===== src/rtl/serial_subtractor.sv =====
// Bit-serial subtractor: diff = a - b - bin, one bit per clock, LSB first,
// one full-subtractor cell with a registered borrow and start/busy/done handshake.
module serial_subtractor #(
  parameter int WIDTH = 8
) (
  input  logic             CK,
  input  logic             RST,
  input  logic             start,
  input  logic [WIDTH-1:0] a,
  input  logic [WIDTH-1:0] b,
  input  logic             bin,
  output logic             busy,
  output logic             done,
  output logic [WIDTH-1:0] diff,
  output logic             bout,
  output logic             ov
);

  localparam int CW = $clog2(WIDTH) + 1;

  typedef enum logic [1:0] {
    IDLE  = 2'd0,
    SHIFT = 2'd1,
    DONE  = 2'd2
  } state_t;

  state_t           state_q;
  logic [WIDTH-1:0] a_q;
  logic [WIDTH-1:0] b_q;
  logic             br_q;
  logic             bmsb_q;
  logic [CW-1:0]    cnt_q;
  logic [WIDTH-1:0] dw_q;
  logic             busy_q;
  logic             done_q;
  logic [WIDTH-1:0] diff_q;
  logic             bout_q;

  logic             x;
  logic             y;
  logic             d;
  logic             br_d;
  logic [WIDTH-1:0] dw_d;
  logic             last;

  always_comb begin
    x    = a_q[0];
    y    = b_q[0];
    d    = x ^ y ^ br_q;
    br_d = (~x & y) | (~x & br_q) | (y & br_q);
    dw_d = {d, dw_q[WIDTH-1:1]};
    last = (cnt_q == CW'(WIDTH - 1));
  end

  always_ff @(posedge CK or posedge RST) begin
    if (RST) begin
      state_q <= IDLE;
      a_q     <= '0;
      b_q     <= '0;
      br_q    <= 1'b0;
      bmsb_q  <= 1'b0;
      cnt_q   <= '0;
      dw_q    <= '0;
      busy_q  <= 1'b0;
      done_q  <= 1'b0;
      diff_q  <= '0;
      bout_q  <= 1'b0;
    end else begin
      unique case (state_q)
        IDLE: begin
          if (start) begin
            state_q <= SHIFT;
            a_q     <= a;
            b_q     <= b;
            br_q    <= bin;
            cnt_q   <= '0;
            dw_q    <= '0;
            busy_q  <= 1'b1;
          end
        end
        SHIFT: begin
          a_q   <= a_q >> 1;
          b_q   <= b_q >> 1;
          br_q  <= br_d;
          dw_q  <= dw_d;
          cnt_q <= cnt_q + CW'(1);
          // Last step: borrow into the MSB feeds the signed-overflow flag.
          if (last) begin
            state_q <= DONE;
            bmsb_q  <= br_q;
            busy_q  <= 1'b0;
            done_q  <= 1'b1;
            diff_q  <= dw_d;
            bout_q  <= br_d;
          end
        end
        DONE: begin
          state_q <= IDLE;
          done_q  <= 1'b0;
        end
        default: state_q <= IDLE;
      endcase
    end
  end

  assign busy = busy_q;
  assign done = done_q;
  assign diff = diff_q;
  assign bout = bout_q;
  assign ov   = bout_q ^ bmsb_q;

endmodule

===== config.mk =====
export PLATFORM = sky130hd
export DESIGN_NAME = serial_subtractor
export DESIGN_NICKNAME = d
export VERILOG_FILES = /design/src/rtl/serial_subtractor.sv
export SDC_FILE = /design/constraint.sdc
export NUM_CORES = 1
export LEC_CHECK = 0
export BUFFER_PORTS_ARGS = -buffer_cell sky130_fd_sc_hd__buf_2
export CAP_MARGIN = 20
export CORE_MARGIN = 2
export CORE_UTILIZATION = 54
export CTS_BUF_LIST = sky130_fd_sc_hd__clkbuf_4 sky130_fd_sc_hd__clkbuf_8 sky130_fd_sc_hd__clkbuf_16
export CTS_CLUSTER_DIAMETER = 150
export CTS_CLUSTER_SIZE = 14
export DETAILED_ROUTE_END_ITERATION = 16
export GPL_TIMING_DRIVEN = 0
export PLACE_DENSITY_LB_ADDON = 0.1
export SLEW_MARGIN = 10
export SYNTH_ARGS = -nofsm -noshare
export SYNTH_HDL_FRONTEND = slang
export SYNTH_SLANG_ARGS = --single-unit

===== constraint.sdc =====
create_clock -name CK -period 2.3 [get_ports CK]
set_clock_uncertainty 0.05 [all_clocks]
set_input_delay 0.115 -clock CK [delete_from_list [all_inputs] [get_ports CK]]
set_output_delay 0.115 -clock CK [all_outputs]
set_load 0.005 [all_outputs]

==> flow_summary_export.csv <==
group,metric,value,unit
timing,rsz0062_at_grt,"false",
global_routing,first_global_vias,1238,
timing,slew_headroom,70.6,%
yosys,ys_ff_latch,42,
finish,fill_cells,272,
yosys,yosysUniqueCellTypes,27,
yosys,netlist.area_leader.share,57.7,%
route,wire_per_inst,13.9,µm
yosys,synthAdderAreaFrac,1.78,%
yosys,yosysWarningCount,0,
worst_setup_path,crit_chain,"nand2b_1 > buf_6 > nor3_4 > buf_12 > mux2_4",
global_routing,grt_pass1_wl,5780,µm
worst_setup_path,cp.required,2500,ps
die,die_area,0.00386,mm²
timing,finalHoldViolCount,0,
yosys,yosys.area_share.simple,7.07,%
timing,slew_viol_final,0,
yosys,synthXorXnorAreaFrac,0.480,%
finish,diodes,0,
global_routing,grt.overflow.total,0,
worst_setup_path,rr_worst_depth,5,
yosys,syn-num-nets,167,
yosys,ys_seq_area_share,57.7,%
worst_setup_path,max_stage_delay,470,ps
status,outcome,"finished clean",
worst_setup_path,critical_path_class,"flip-flop to flip-flop",
route,dr.pass1.iters,4,
yosys,synth_compound_area_share,12.2,%
route,viasPerCell,5.23,
route,dr.first_iter.drc_count,85,
worst_setup_path,r2r_start,"state_q[1]",
min_path,worstHoldStart,"b[5]",
timing,max_slew.worst_pin.slew,441,ps
job,drv_cap,0,
yosys,netlist_area,0.00182,mm²
min_path,min_path_type,"input port to flip-flop",
worst_setup_path,slowest_stage,"dfrtp_1",
worst_setup_path,reg2reg_slack,560,ps
finish,final_nets,214,
yosys,synth_cells,145,
route,vias,1251,
yosys,netlist_top_cells_area,"dfrtp_1, mux2i_1, o21ai_0, mux2_4, a22o_1",
clock_tree,cts_sinks,42,
place,gp_congestion,0.714,
yosys,synth_edf_count,0,
die,core_area,0.00328,mm²
pwr,finalPower,2.91,mW
clock_tree,cts_resized,0,
min_path,holdPathEnd,"b_q[5]",
route,wirelength,3320,µm
timing,post-route-period-util,75.8,%
yosys,synth_top_area_cell,"dfrtp_1",
finish,final_cells,239,
global_routing,antenna_found_initial,0,
die,row_count,21,
clock_tree,root_buffer,"clkbuf_4",
yosys,ys_async_sr_fraction,100,%
worst_setup_path,regToRegEndpoint,"bout",
yosys,synth_top_family_by_area,"multiplexers",
yosys,syn_area_per_cell,12.6,µm²
global_routing,grt_start_max_net_pins,35,
pwr,cellPowerDensity,1310,mW/mm²
yosys,muxShareOfSynthArea,15.6,%
finish,syn2layout_area_growth,21.7,%
place,place_inst,223,
finish,fin_area,0.00222,mm²
min_path,hold_depth,3,
worst_setup_path,endpoint_kind,"flip-flop",
clock_tree,cts_made_buffers,5,
place,hpwl,2350,µm
clock_tree,clock_latency,360,ps
timing,fmaxAchievable,573,MHz
die,start_util,55.5,%
timing,fin_crit,1740,ps
die,die_x,62.1,µm
clock_tree,tritoncts,"done",
yosys,synth_top_flop_cell,"dfrtp_1",
global_routing,grtUsageTotal,19.3,%
worst_setup_path,crit_arrival,1940,ps
route,ant_nets,0,
clock_tree,h-tree-depth,2,
clock_tree,cts_max_path_buffers,2,
worst_setup_path,crit_path_start_kind,"flip-flop",
pwr,peakVddDrop,0.000542,V
die,io_pins,32,
place,io_buffers,31,
timing,setup_tns,0,ps
place,placed_area,0.00206,mm²
finish,drive_gt1_share,30.6,%
timing,setup_violations,0,
route,drc_errors,0,
pwr,p_leak,1.08,nW
clock_tree,clk_pin_slew,120,ps
worst_setup_path,crit_fanout,10,
die,die_h,62.1,µm
==> layer usage <==
layer  vias up  part of all wire, %  global-route usage [%]
li1        599                    -                       -
met3         5                  4.3                    5.43
met5         -                    0                       0
met4         0                  1.4                    5.83
met2        33                   48                    31.9
met1       614                   46                    24.9
==> layout by cell type, fill, tap and decap left out, types with 2 or more instances in the layout <==
cell           count
dfrtp_1           42
buf_2             31
nand2_1           19
o21ai_0           19
mux2i_1           16
a22o_1             9
dlygate4sd3_1      8
mux2_4             6
inv_1              5
clkbuf_4           5
clkbuf_1           4
mux2_2             3
buf_6              2
buf_4              2
nor3b_1            2
buf_12             2
clkinvlp_4         2
==> synthesized netlist by cell type, types with 2 or more instances <==
library cell,instances
clkbuf_1,4
nand2_1,19
buf_6,2
mux2_4,6
dfrtp_1,42
buf_4,2
nor3b_1,2
a22o_1,9
mux2i_1,16
mux2_2,3
o21ai_0,19
inv_1,6
==> worst max path at each step <==
stage	startpoint	end	slack, ps
2_1_floorplan	state_q[1]	bmsb_q	730
3_3_place_gp	state_q[1]	diff[2]	610
3_5_place_dp	state_q[1]	diff[0]	590
4_1_cts	state_q[1]	bout	570
5_1_grt	state_q[1]	bout	530
6_report	state_q[1]	bout	560
==> timing repair <==
action                    CTS  global route
hold endpoints to repair   49             0
setup buffers               0             0
hold buffers                8             0
==> state kept, by name, indices dropped and copies added (netlist names) <==
signal,cells
a_q,8
cnt_q,4
br_q,1
dw_q,7
done,1
bout,1
diff,8
busy,1
state_q,2
bmsb_q,1
b_q,8
==> stage by stage <==
step                util, %  hold WS, ps  setup WS, ps
floorplan                 -          198           728
global placement       62.0          288           611
detailed placement     62.6        -6.51           589
CTS                    67.5         2.34           565
global route           67.5         10.0           528
finish                 67.5         8.48           556
==> layout make-up <==
cell class / count / area, µm² / share of cell area, %
plain buffers: 9 / 72.6 / 3.27
flip-flops and latches: 42 / 1050 / 47.4
multi-input cells: 88 / 677 / 30.5
repair buffers: 40 / 255 / 11.5
well taps: 46 / 57.6 / 2.59
clock buffers: 5 / 37.5 / 1.69
inverters: 6 / 22.5 / 1.02
clock inverters: 3 / 45.0 / 2.03
==> power by group <==
group	leakage, nW	switching [mW]	total [mW]	internal (mW)
logic	0.512	0.540	1.15	0.612
registers	0.528	0.211	1.28	1.07
clock network	0.0374	0.249	0.477	0.228
total	1.08	1.00	2.91	1.91
==> critical path: cells and delay by family (launching register included) <==
family | cells | cell delay [ps]
muxes | 1 | 300
and+or+nand+nor | 2 | 490
DFF | 1 | 470
buffers and inverters | 2 | 330
==> cell families (layout without fill, tap and decap cells) <==
logic type / Yosys count / in the layout
AOI/OAI and AO/OA: 34 / 34
xor gates and xnor gates: 1 / 1
adders and majority gates: 2 / 2
buffers and inverters: 15 / 63
DFF: 42 / 42
muxes: 25 / 25
and+or+nand+nor: 26 / 26
Power figures use the tool's default switching activity.
